==> config.mk <==
export PLATFORM = sky130hd
export DESIGN_NAME = control_staticisor
export DESIGN_NICKNAME = d
export VERILOG_FILES = /design/src/rtl/control_staticisor_pkg.sv /design/src/rtl/control_staticisor_digit_counter.sv /design/src/rtl/control_staticisor.sv
export SDC_FILE = /design/constraint.sdc
export NUM_CORES = 1
export LEC_CHECK = 0
export CAP_MARGIN = 20
export CELL_PAD_IN_SITES_DETAIL_PLACEMENT = 1
export CELL_PAD_IN_SITES_GLOBAL_PLACEMENT = 1
export CORE_ASPECT_RATIO = 1.5
export CORE_MARGIN = 10
export CORE_UTILIZATION = 52
export CTS_BUF_LIST = sky130_fd_sc_hd__clkbuf_4 sky130_fd_sc_hd__clkbuf_8
export DETAILED_ROUTE_END_ITERATION = 8
export PLACE_DENSITY_LB_ADDON = 0.2
export SYNTH_ARGS = -nofsm -noshare
export SYNTH_HDL_FRONTEND = slang
export SYNTH_SLANG_ARGS = --single-unit
==> constraint.sdc <==
create_clock -name w_CLK -period 2.96 [get_ports w_CLK]
set_input_delay 0.888 -clock w_CLK [delete_from_list [all_inputs] [get_ports w_CLK]]
set_output_delay 0.888 -clock w_CLK [all_outputs]
set_load 0.01 [all_outputs]
==> src/rtl/control_staticisor_pkg.sv <==
// control_staticisor_pkg: shared serial timing constants and capture FSM states
package control_staticisor_pkg;
  localparam int WORD_BITS = 32;
  localparam int LINE_BITS = 5;
  localparam int FUNC_LO = 13;
  localparam int INSTR_FUNCTION_BITS = 6;
  localparam logic [0:INSTR_FUNCTION_BITS-1] INST_HLT = 6'b001110;
  typedef enum logic [1:0] {IDLE, LINE, WAIT_F, FUNC} state_t;
endpackage

==> src/rtl/control_staticisor_digit_counter.sv <==
// digit_counter: per-ready digit counter with bar-start resync; the S1 cycle reads as digit 0
module digit_counter #(
  parameter int WORD_BITS = 32,
  localparam int CW = $clog2(WORD_BITS)
) (
  input  logic          w_CLK,
  input  logic          w_RST,
  input  logic          ready,
  input  logic          w_S1,
  output logic [CW-1:0] digit
);
  localparam logic [CW-1:0] LAST = CW'(WORD_BITS - 1);
  logic [CW-1:0] cnt;
  assign digit = w_S1 ? '0 : cnt;
  always_ff @(posedge w_CLK or posedge w_RST)
    if (w_RST) cnt <= '0;
    else if (ready) cnt <= w_S1 ? CW'(1) : cnt == LAST ? '0 : cnt + 1'b1;
endmodule

==> src/rtl/control_staticisor.sv <==
// control_staticisor: captures PI line/function digits serially and staticises them on the action trigger
module control_staticisor #(
  parameter int WORD_BITS = control_staticisor_pkg::WORD_BITS,
  parameter int LINE_BITS = control_staticisor_pkg::LINE_BITS,
  parameter int FUNC_LO = control_staticisor_pkg::FUNC_LO,
  parameter int INSTR_FUNCTION_BITS = control_staticisor_pkg::INSTR_FUNCTION_BITS,
  parameter logic [0:INSTR_FUNCTION_BITS-1] FST_RESET = '1
) (
  input  logic                           w_CLK,
  input  logic                           w_RST,
  input  logic                           ready,
  input  logic                           w_S1,
  input  logic                           w_INSTR_GATE,
  input  logic                           w_ACTION_TRIGGER_AUTO,
  input  logic                           w_PI,
  output logic [0:LINE_BITS-1]           b_LST,
  output logic [0:INSTR_FUNCTION_BITS-1] b_FST,
  output logic                           w_STAT_VALID
);
  import control_staticisor_pkg::*;
  localparam int CW = $clog2(WORD_BITS);
  localparam logic [CW-1:0] D_LINE_END = CW'(LINE_BITS - 1);
  localparam logic [CW-1:0] D_FUNC_LO = CW'(FUNC_LO);
  localparam logic [CW-1:0] D_FUNC_END = CW'(FUNC_LO + INSTR_FUNCTION_BITS - 1);
  logic [CW-1:0] digit;
  state_t state, state_nxt;
  logic [0:LINE_BITS-1] line_w, line_s;
  logic [0:INSTR_FUNCTION_BITS-1] func_w, func_s, func_nxt;
  logic sh_line, sh_func, done, trig_q, pending, xfer;
  digit_counter #(.WORD_BITS(WORD_BITS)) u_digit_counter (
    .w_CLK(w_CLK),
    .w_RST(w_RST),
    .ready(ready),
    .w_S1(w_S1),
    .digit(digit)
  );
  assign func_nxt = {func_w[1:INSTR_FUNCTION_BITS-1], w_PI};
  assign xfer = w_ACTION_TRIGGER_AUTO & ~trig_q & pending;
  // Digits arrive in order, so shifting in at the top lands digit 0 in bit 0.
  always_comb begin
    state_nxt = state;
    sh_line = 1'b0;
    sh_func = 1'b0;
    done = 1'b0;
    if (!w_INSTR_GATE) state_nxt = IDLE;
    else if (digit == '0) begin
      state_nxt = LINE;
      sh_line = 1'b1;
    end else if (state == LINE) begin
      sh_line = 1'b1;
      state_nxt = digit == D_LINE_END ? WAIT_F : LINE;
    end else if (state == WAIT_F) begin
      sh_func = digit == D_FUNC_LO;
      state_nxt = sh_func ? FUNC : WAIT_F;
    end else if (state == FUNC) begin
      sh_func = 1'b1;
      done = digit == D_FUNC_END;
      state_nxt = done ? IDLE : FUNC;
    end
  end
  always_ff @(posedge w_CLK or posedge w_RST)
    if (w_RST) state <= IDLE;
    else if (ready) state <= state_nxt;
  // Working registers absorb partial captures; the shadow only changes on a complete word.
  always_ff @(posedge w_CLK or posedge w_RST)
    if (w_RST) begin
      line_w <= '0;
      func_w <= '0;
      line_s <= '0;
      func_s <= FST_RESET;
      pending <= 1'b0;
      trig_q <= 1'b0;
      b_LST <= '0;
      b_FST <= FST_RESET;
      w_STAT_VALID <= 1'b0;
    end else begin
      w_STAT_VALID <= ready & xfer;
      if (ready) begin
        trig_q <= w_ACTION_TRIGGER_AUTO;
        pending <= done | (pending & ~xfer);
        if (sh_line) line_w <= {line_w[1:LINE_BITS-1], w_PI};
        if (sh_func) func_w <= func_nxt;
        if (done) begin
          line_s <= line_w;
          func_s <= func_nxt;
        end
        if (xfer) begin
          b_LST <= line_s;
          b_FST <= func_s;
        end
      end
    end
endmodule

Word-level counts from Yosys, hierarchy flattened. Index checks and enable logic that the tools add are counted.

Output and inout bits: 12. Input port bits: 7. Flip-flop bits (word level): 42. Logic and storage cells: 57.

Reductions and logical operators: 6. Add/subtract/negate cells: 1. Eq/ne operators: 8. Bitwise gates (word level): 7. Multiplexer cells: 24.

Operators by type and width (count): 5-bit 2-to-1 mux (3); 1-bit 2-to-1 mux (14); 2-bit 2-to-1 mux (7); 5-bit equality test, second input constant (2); 2-bit AND reduction (5); 5-bit by 1-bit adder with 5-bit output, second input constant (1); 5-bit by 3-bit equality test with 1-bit output, second input constant (1); 5-bit by 4-bit equality test with 1-bit output, second input constant (1); 5-bit logical NOT (1); 5-bit by 1-bit inequality test with 1-bit output, second input constant (1); 1-bit bitwise AND (4); 2-bit equality test, second input constant (2); 2-bit by 1-bit equality test with 1-bit output, second input constant (1); 1-bit inverter (2); 1-bit OR (1).

Depth between registers and ports, before layout. Gate-level depths: netlist (run 1).

Depth after elaboration: 8. Mapped depth: 7.

Cells and area by module. From an unflattened synthesis (run 1), not the netlist that was laid out.

Cell total of the unflattened synthesis: 145. Area, all modules: 1939.4 sq um.

Modules (own cells, without submodules): control_staticisor (cells each 108, area an instance 1594.0 sq um, times used 1, sequential area each 940.9 sq um); digit_counter (cells each 37, area an instance 345.3 sq um, times used 1, sequential area each 125.1 sq um).

Worst setup path after synthesis (run 1). No wires, ideal clock.

Kind: input to register. Start point: input w_S1. End point: register func_w[1] (netlist name). Library setup time: 125 ps. Cell stages on the path: 4. Path buffers: 0. Setup slack: 757 ps. Arrival: 2078 ps. Required time: 2835 ps. Cell sequence: or4b_4 o31ai_4 nand2_4 mux2_4.

Word-level cells in the longest chain between the ends: 7. Elaborated cells between the ends (all ways): 8. Those cells by class: 1 x eq/ne; 5 x mux; 2 x reduce/logical.

RTL lines: start: declaration (line control_staticisor.sv:12) `input logic w_S1,`; 5-bit 2-to-1 mux (*) (line control_staticisor_digit_counter.sv:14) `assign digit = w_S1 ? '0 : cnt;`; 5-bit by 4-bit equality test with 1-bit output (line control_staticisor.sv:53) `sh_func = digit == D_FUNC_LO;`; 1-bit 2-to-1 mux (line control_staticisor.sv:52) `end else if (state == WAIT_F) begin`; 1-bit 2-to-1 mux (line control_staticisor.sv:49) `end else if (state == LINE) begin`; 1-bit 2-to-1 mux (*) (line control_staticisor.sv:46) `else if (digit == '0) begin`; 1-bit 2-to-1 mux (*) (line control_staticisor.sv:45) `if (!w_INSTR_GATE) state_nxt = IDLE;`; 2-bit AND reduction (no source line) (*); end signal: assignment (line control_staticisor.sv:82) `if (sh_func) func_w <= func_nxt;`; end: declaration (line control_staticisor.sv:28) `logic [0:INSTR_FUNCTION_BITS-1] func_w, func_s, func_nxt;`.

Every way passes the cells marked *; elsewhere a longest branch is shown, timed or not. A chain may end at the register's enable or synchronous reset.

Worst setup path in the final report (run 1).
Start point: input w_S1. End point: register line_s[0] (netlist name).

Word-level cells in the longest chain between the ends: 8. Elaborated cells between the ends (all ways): 9. Those cells by class: 1 x eq/ne; 6 x mux; 2 x reduce/logical.

RTL lines: 5-bit 2-to-1 mux (*) (line control_staticisor_digit_counter.sv:14); 5-bit equality test (line control_staticisor.sv:57) `done = digit == D_FUNC_END;`; 1-bit 2-to-1 mux (line control_staticisor.sv:55) `end else if (state == FUNC) begin`; 1-bit 2-to-1 mux (line control_staticisor.sv:52); 1-bit 2-to-1 mux (line control_staticisor.sv:49); 1-bit 2-to-1 mux (*) (line control_staticisor.sv:46); 1-bit 2-to-1 mux (*) (line control_staticisor.sv:45); 2-bit AND reduction (no source line) (*); end signal: assignment (line control_staticisor.sv:84) `line_s <= line_w;`; end: declaration (line control_staticisor.sv:27) `logic [0:LINE_BITS-1] line_w, line_s;`.

Marked as above.

==> impl_metrics.json, run 1 <==
{
  "cts_tree": "done",
  "yosysWarningCount": 0,
  "muxShareOfSynthArea_pct": 20.5,
  "yosys-top-cells-area": "dfrtp_1 (39%), dfstp_2 (17%), mux2_1 (14%), mux2_4 (3.9%), ha_1 (3.3%)",
  "dpl.hpwl_um": 3040,
  "final_cells": 211,
  "cp.required_ns": 3.14,
  "drive_gt1_share_pct": 23.7,
  "synth_ff_type": "dfrtp_1",
  "path_cells": "clkdlybuf4s50_1 -> buf_4 -> nor4b_2 -> and4_1 -> buf_4 -> mux2_1",
  "ys_seq_area_share_pct": 55.9,
  "max_freq_mhz": 404,
  "dr_total_vias": 1202,
  "clock_latency_ns": 0.30,
  "dr.pass1.iters": 4,
  "startpoint": "w_S1",
  "boundaryPins": 19,
  "synth_seq_cells": 42,
  "ctsHoldBuffers": 0,
  "synth_top_family_by_area": "multiplexers",
  "path_clk_slew_ns": 0.08,
  "synth_compound_area_share_pct": 7.35,
  "drtAntennaViolNets": 0,
  "synth-xor-area-share_pct": 0,
  "gp_congestion": 0.859,
  "cts_root_buf": "clkbuf_8",
  "clk_path_buf_depth": 2,
  "skew_ns": 0.0100,
  "critical_path_class": "input port to register",
  "post_cts_buffers": 0,
  "critPathMaxStageDelay_ns": 0.42,
  "yosysTopAreaCell": "dfrtp_1",
  "min_period_ns": 2.47,
  "clock-sinks": 42,
  "crit_top_cell": "buf_4",
  "dieArea_um2": 6540,
  "port_buffers": 18,
  "netlist_area_um2": 1910,
  "r2r_cells": 5,
  "synthCells": 142,
  "crit_end": "line_s[0]$_DFFE_PP0P_",
  "synth-edff-count": 0,
  "endpoint_kind": "register",
  "ir_drop_mv": 0.581,
  "drc": 0,
  "synth_top_area_share_pct": 39.4,
  "wl_met1_um": 1610,
  "drv_slew": 0,
  "slew_headroom_pct": 62.8,
  "max-cap-violations": 0,
  "wl_met3_um": 169,
  "synth_nets": 154,
  "drt_iter0_drc": 45,
  "setup_viol": 0,
  "setup_tns_ns": 0,
  "area_growth_pct": 19.5,
  "antenna_found_initial": 0,
  "numCtsBuffers": 5,
  "cp.arrival_ns": 2.66,
  "critPathSlowestCell": "clkdlybuf4s50_1",
  "syn_area_per_cell_um2": 13.4,
  "hp-class": "register to register",
  "synth.most_common_cell": "dfrtp_1",
  "rows": 26,
  "post-route-period-util_pct": 83.6,
  "overflow": 0,
  "grt_max_degree": 43,
  "cp-start-kind": "input port",
  "powerDensity_nw_per_um2": 583,
  "top_layer": "met4",
  "core_um2": 3480,
  "status": "finished clean",
  "grt_pass1_wl_um": 7250,
  "rr_startpoint": "u_digit_counter.cnt[3]$_DFFE_PP0P_",
  "wl_um": 4200,
  "synth_adder_area_share_pct": 3.28,
  "rsz0062_at_grt": "no",
  "grt_use_total_pct": 13.9,
  "ys_types": 37,
  "start_util_pct": 54.7,
  "htree_num_levels": 2,
  "final_nets": 180,
  "cts_resized": 0,
  "tightest_slew_ns": 0.556,
  "dp.cells": 203,
  "hold_viol": 0,
  "r2r-end": "line_s[0]$_DFFE_PP0P_",
  "vias_per_cell": 5.70,
  "met2_length_um": 2340,
  "rrSetupSlack_ns": 0.87,
  "diodes": 0,
  "crit_fanout": 12,
  "die_w_um": 69.4,
  "wl_per_cell_um": 19.9,
  "synth-simple-area-share_pct": 9.98,
  "fp.dieH_um": 94.1,
  "async_flop_share_pct": 100,
  "ys_top_cells_by_count": "dfrtp_1 (30), mux2_1 (24), dfstp_2 (12)",
  "p_leak_nw": 1.08,
  "grt_pass1_vias": 1414
}
cells by family (layout without fill, tap and decap cells):
kind of cell             after synthesis  after routing
buffers and inverters                 14             41
multiplexers                          33             33
flip-flops                            42             42
AND/OR/NAND/NOR                       30             30
AO/OA/AOI/OAI                         18             18
adder cells (fa/ha/maj)                5              5
routing by layer:
layer  global-route usage [%]  vias to the layer above
met2                     27.1                       23
met3                     4.02                        6
met1                     12.9                      620
met5                        0                        -
met4                     6.06                        0
li1                         -                      553
through the flow:
step,hold WS [ns],instance area [µm²],total power [W],worst slack [ns],utilization [%]
floorplan,0.450,1910,0.000789,0.757,-
global placement,0.466,2160,0.000833,0.270,62.0
detailed placement,0.474,2160,0.000855,0.202,62.0
CTS,0.491,2280,0.00134,0.483,65.4
global route,0.526,2280,0.00139,0.447,65.4
finish,0.487,2280,0.00133,0.486,65.4
power breakdown:
group / leakage (nW) / internal (W) / switching (W)
clock network: 0.0619 / 0.000284 / 0.000194
registers: 0.523 / 0.000625 / 0.0000580
logic: 0.497 / 0.0000774 / 0.0000882
total: 1.08 / 0.000987 / 0.000340
critical path: cells and delay by family:
family	cells	cell delay, ns
and+or+nand+nor	2	0.59
muxes	1	0.35
buffers and inverters	3	0.82
sequential cells by signal, indices dropped and copies added (netlist names), 2 cells and up:
name	cells
b_FST	6
b_LST	5
func_s	6
func_w	5
line_s	5
line_w	5
state	2
u_digit_counter.cnt	5
cell usage in the layout, fill, tap and decap left out, types with 2 or more instances in the layout:
cell              n
nor2_1            7
clkdlybuf4s50_1  18
nand2_1           5
o21ai_0           4
nand3_1           3
mux2_4            5
mux2_1           24
dfstp_2          12
clkbuf_8          6
o21ai_1           3
mux2_2            4
nand2b_1          2
ha_1              5
dfrtp_1          30
buf_4             5
inv_1            10
a211oi_1          3
nor3_1            2
worst min-delay path by stage:
stage	to	cells after the start	slack, ns	start
3_3_place_gp	b_LST[0]$_DFFE_PP0P_	1	0.47	line_s[0]$_DFFE_PP0P_
6_report	b_LST[2]$_DFFE_PP0P_	1	0.49	line_s[2]$_DFFE_PP0P_
2_1_floorplan	b_LST[1]$_DFFE_PP0P_	1	0.45	line_s[1]$_DFFE_PP0P_
4_1_cts	b_LST[2]$_DFFE_PP0P_	1	0.49	line_s[2]$_DFFE_PP0P_
3_5_place_dp	b_LST[2]$_DFFE_PP0P_	1	0.47	line_s[2]$_DFFE_PP0P_
5_1_grt	line_s[2]$_DFFE_PP0P_	1	0.53	line_s[2]$_DFFE_PP0P_
final cells by class:
| type | instances | area (µm²) |
|---|---|---|
| clock inverters | 1 | 30.0 |
| fillers | 350 | 1200 |
| well taps | 42 | 52.6 |
| multi-input cells | 86 | 783 |
| flip-flops and latches | 42 | 1070 |
| inverters | 10 | 37.5 |
| clock buffers | 7 | 90.1 |
| repair buffers | 23 | 218 |
(Power assumes the default switching activity.)
==> run 2: changes to the inputs <==
CORE_UTILIZATION = 48   (was 52)
clock period = 2.4 ns   (was 2.96 ns; I/O delays follow)
==> run 2 against run 1 <==
  * Via count grew 2.7%
  * Sequential share of layout area shrank 1.0 points
  * Combinational power grew 25%
  * Largest cell class unchanged
  * Highest routed layer unchanged
==> impl_metrics.json, run 2 (synthesized netlist as in run 1, its figures left out) <==
{
  "post_cts_buffers": 0,
  "drc": 0,
  "critical_path_class": "input port to register",
  "cts_resized": 0,
  "crit_end": "line_s[1]$_DFFE_PP0P_",
  "setup_viol": 0,
  "boundaryPins": 19,
  "antenna_found_initial": 0,
  "dr.pass1.iters": 4,
  "cp-start-kind": "input port",
  "min_period_ns": 2.26,
  "htree_num_levels": 2,
  "clock_latency_ns": 0.29,
  "dpl_cell_area_um2": 2220,
  "tightest_slew_ns": 0.510,
  "setup_tns_ns": 0,
  "max_freq_mhz": 442,
  "dr_total_vias": 1235,
  "final_common_cell": "dfrtp_1",
  "final_nets": 186,
  "rr_startpoint": "u_digit_counter.cnt[3]$_DFFE_PP0P_",
  "crit_fanout": 11,
  "start_util_pct": 49.0,
  "rsz0062_at_grt": "no",
  "drtAntennaViolNets": 0,
  "clk_path_buf_depth": 2,
  "post-route-period-util_pct": 94.2,
  "wl_um": 4050,
  "hold_viol": 0,
  "numCtsBuffers": 5,
  "path_cells": "clkdlybuf4s50_1 -> buf_4 -> nor4b_2 -> and4_1 -> buf_12 -> mux2_1",
  "cp.arrival_ns": 2.43,
  "grt_max_degree": 43,
  "cts_tree": "done",
  "path_clk_slew_ns": 0.08,
  "slew_headroom_pct": 66.0,
  "vias_per_cell": 5.61,
  "dieArea_um2": 6940,
  "core_um2": 3890,
  "min_from": "line_s[0]$_DFFE_PP0P_",
  "gp_congestion": 0.911,
  "clock-sinks": 42,
  "rrSetupSlack_ns": 0.36,
  "overflow": 0,
  "diodes": 0,
  "max-cap-violations": 0,
  "ctsHoldBuffers": 0,
  "reg_top3": "b_FST x6, func_s x6",
  "holdWs_ns": 0.490,
  "r2r-end": "line_s[1]$_DFFE_PP0P_",
  "cts_root_buf": "clkbuf_8",
  "critPathSlowestCell": "clkdlybuf4s50_1",
  "r2r_cells": 5,
  "drv_slew": 0,
  "status": "finished clean",
  "startpoint": "w_S1",
  "grt_use_total_pct": 12.5,
  "die_w_um": 71.4,
  "port_buffers": 18,
  "endpoint_kind": "register",
  "cp.required_ns": 2.57,
  "final_cell_mix": "dfrtp_1 (30), mux2_1 (24), clkdlybuf4s50_1 (18), dfstp_2 (12)",
  "critPathMaxStageDelay_ns": 0.42,
  "skew_ns": 0.00416,
  "grt_pass1_vias": 1375,
  "wl_per_cell_um": 18.4,
  "rows": 28,
  "powerDensity_nw_per_um2": 686,
  "area_growth_pct": 22.1,
  "grt_pass1_wl_um": 7070,
  "dpl.hpwl_um": 2970,
  "fp.dieH_um": 97.2,
  "hp-class": "register to register",
  "drive_gt1_share_pct": 26.3,
  "drt_iter0_drc": 21,
  "p_leak_nw": 1.11,
  "ir_drop_mv": 0.526,
  "fin_area_um2": 2330
}
-- run 2: cell types whose count changed in the layout (fill, tap and decap cells not counted), sizes merged --
cell    delta
buf        +6
clkbuf     -2
clkinv     +2
-- run 2: worst min-delay path by stage --
stage	slack, ns	to	cells past startpoint
after global routing	0.53	b_LST[3]$_DFFE_PP0P_	1
after CTS	0.50	b_LST[3]$_DFFE_PP0P_	1
after floorplan	0.45	b_LST[1]$_DFFE_PP0P_	1
after detailed placement	0.48	b_LST[2]$_DFFE_PP0P_	1
after global placement	0.47	line_s[4]$_DFFE_PP0P_	1
final	0.49	line_s[0]$_DFFE_PP0P_	1
-- run 2: power by group --
part / internal (W) / switching [W] / total [W]
Clock: 0.000306 / 0.000243 / 0.000549
Combinational: 0.0000989 / 0.000109 / 0.000208
Sequential: 0.000771 / 0.0000689 / 0.000840
-- run 2: metal layers --
layer / up-vias / global-route usage (%) / routed length (µm)
li1: 565 / - / -
met1: 641 / 13.4 / 1530
met2: 23 / 21.9 / 2270
met3: 6 / 4.29 / 193
met4: 0 / 4.04 / 52
met5: - / 0 / 0
-- run 2: cell type report --
class,instances,area [µm²]
clock buffers,5,68.8
clock inverters,3,40.0
fillers,398,1560
inverters,10,37.5
multi-input cells,86,783
flip-flops and latches,42,1070
well taps,45,56.3
repair buffers,29,275
-- run 2: stage by stage --
stage / power (W) / util [%] / setup WS, ns / std cells
6_report: 0.00160 / 59.8 / 0.140 / 220
5_1_grt: 0.00168 / 59.8 / 0.114 / 220
4_1_cts: 0.00162 / 59.8 / 0.152 / 220
3_5_place_dp: 0.00105 / 57.0 / -0.167 / 212
3_3_place_gp: 0.00103 / 57.0 / -0.0742 / 212
2_1_floorplan: 0.000973 / - / 0.365 / 142
-- run 2: worst max-delay path, delay by kind of cell --
kind	cells	cell delay [ns]
buffers and inverters	3	0.75
multiplexers	1	0.33
AND/OR/NAND/NOR	2	0.63
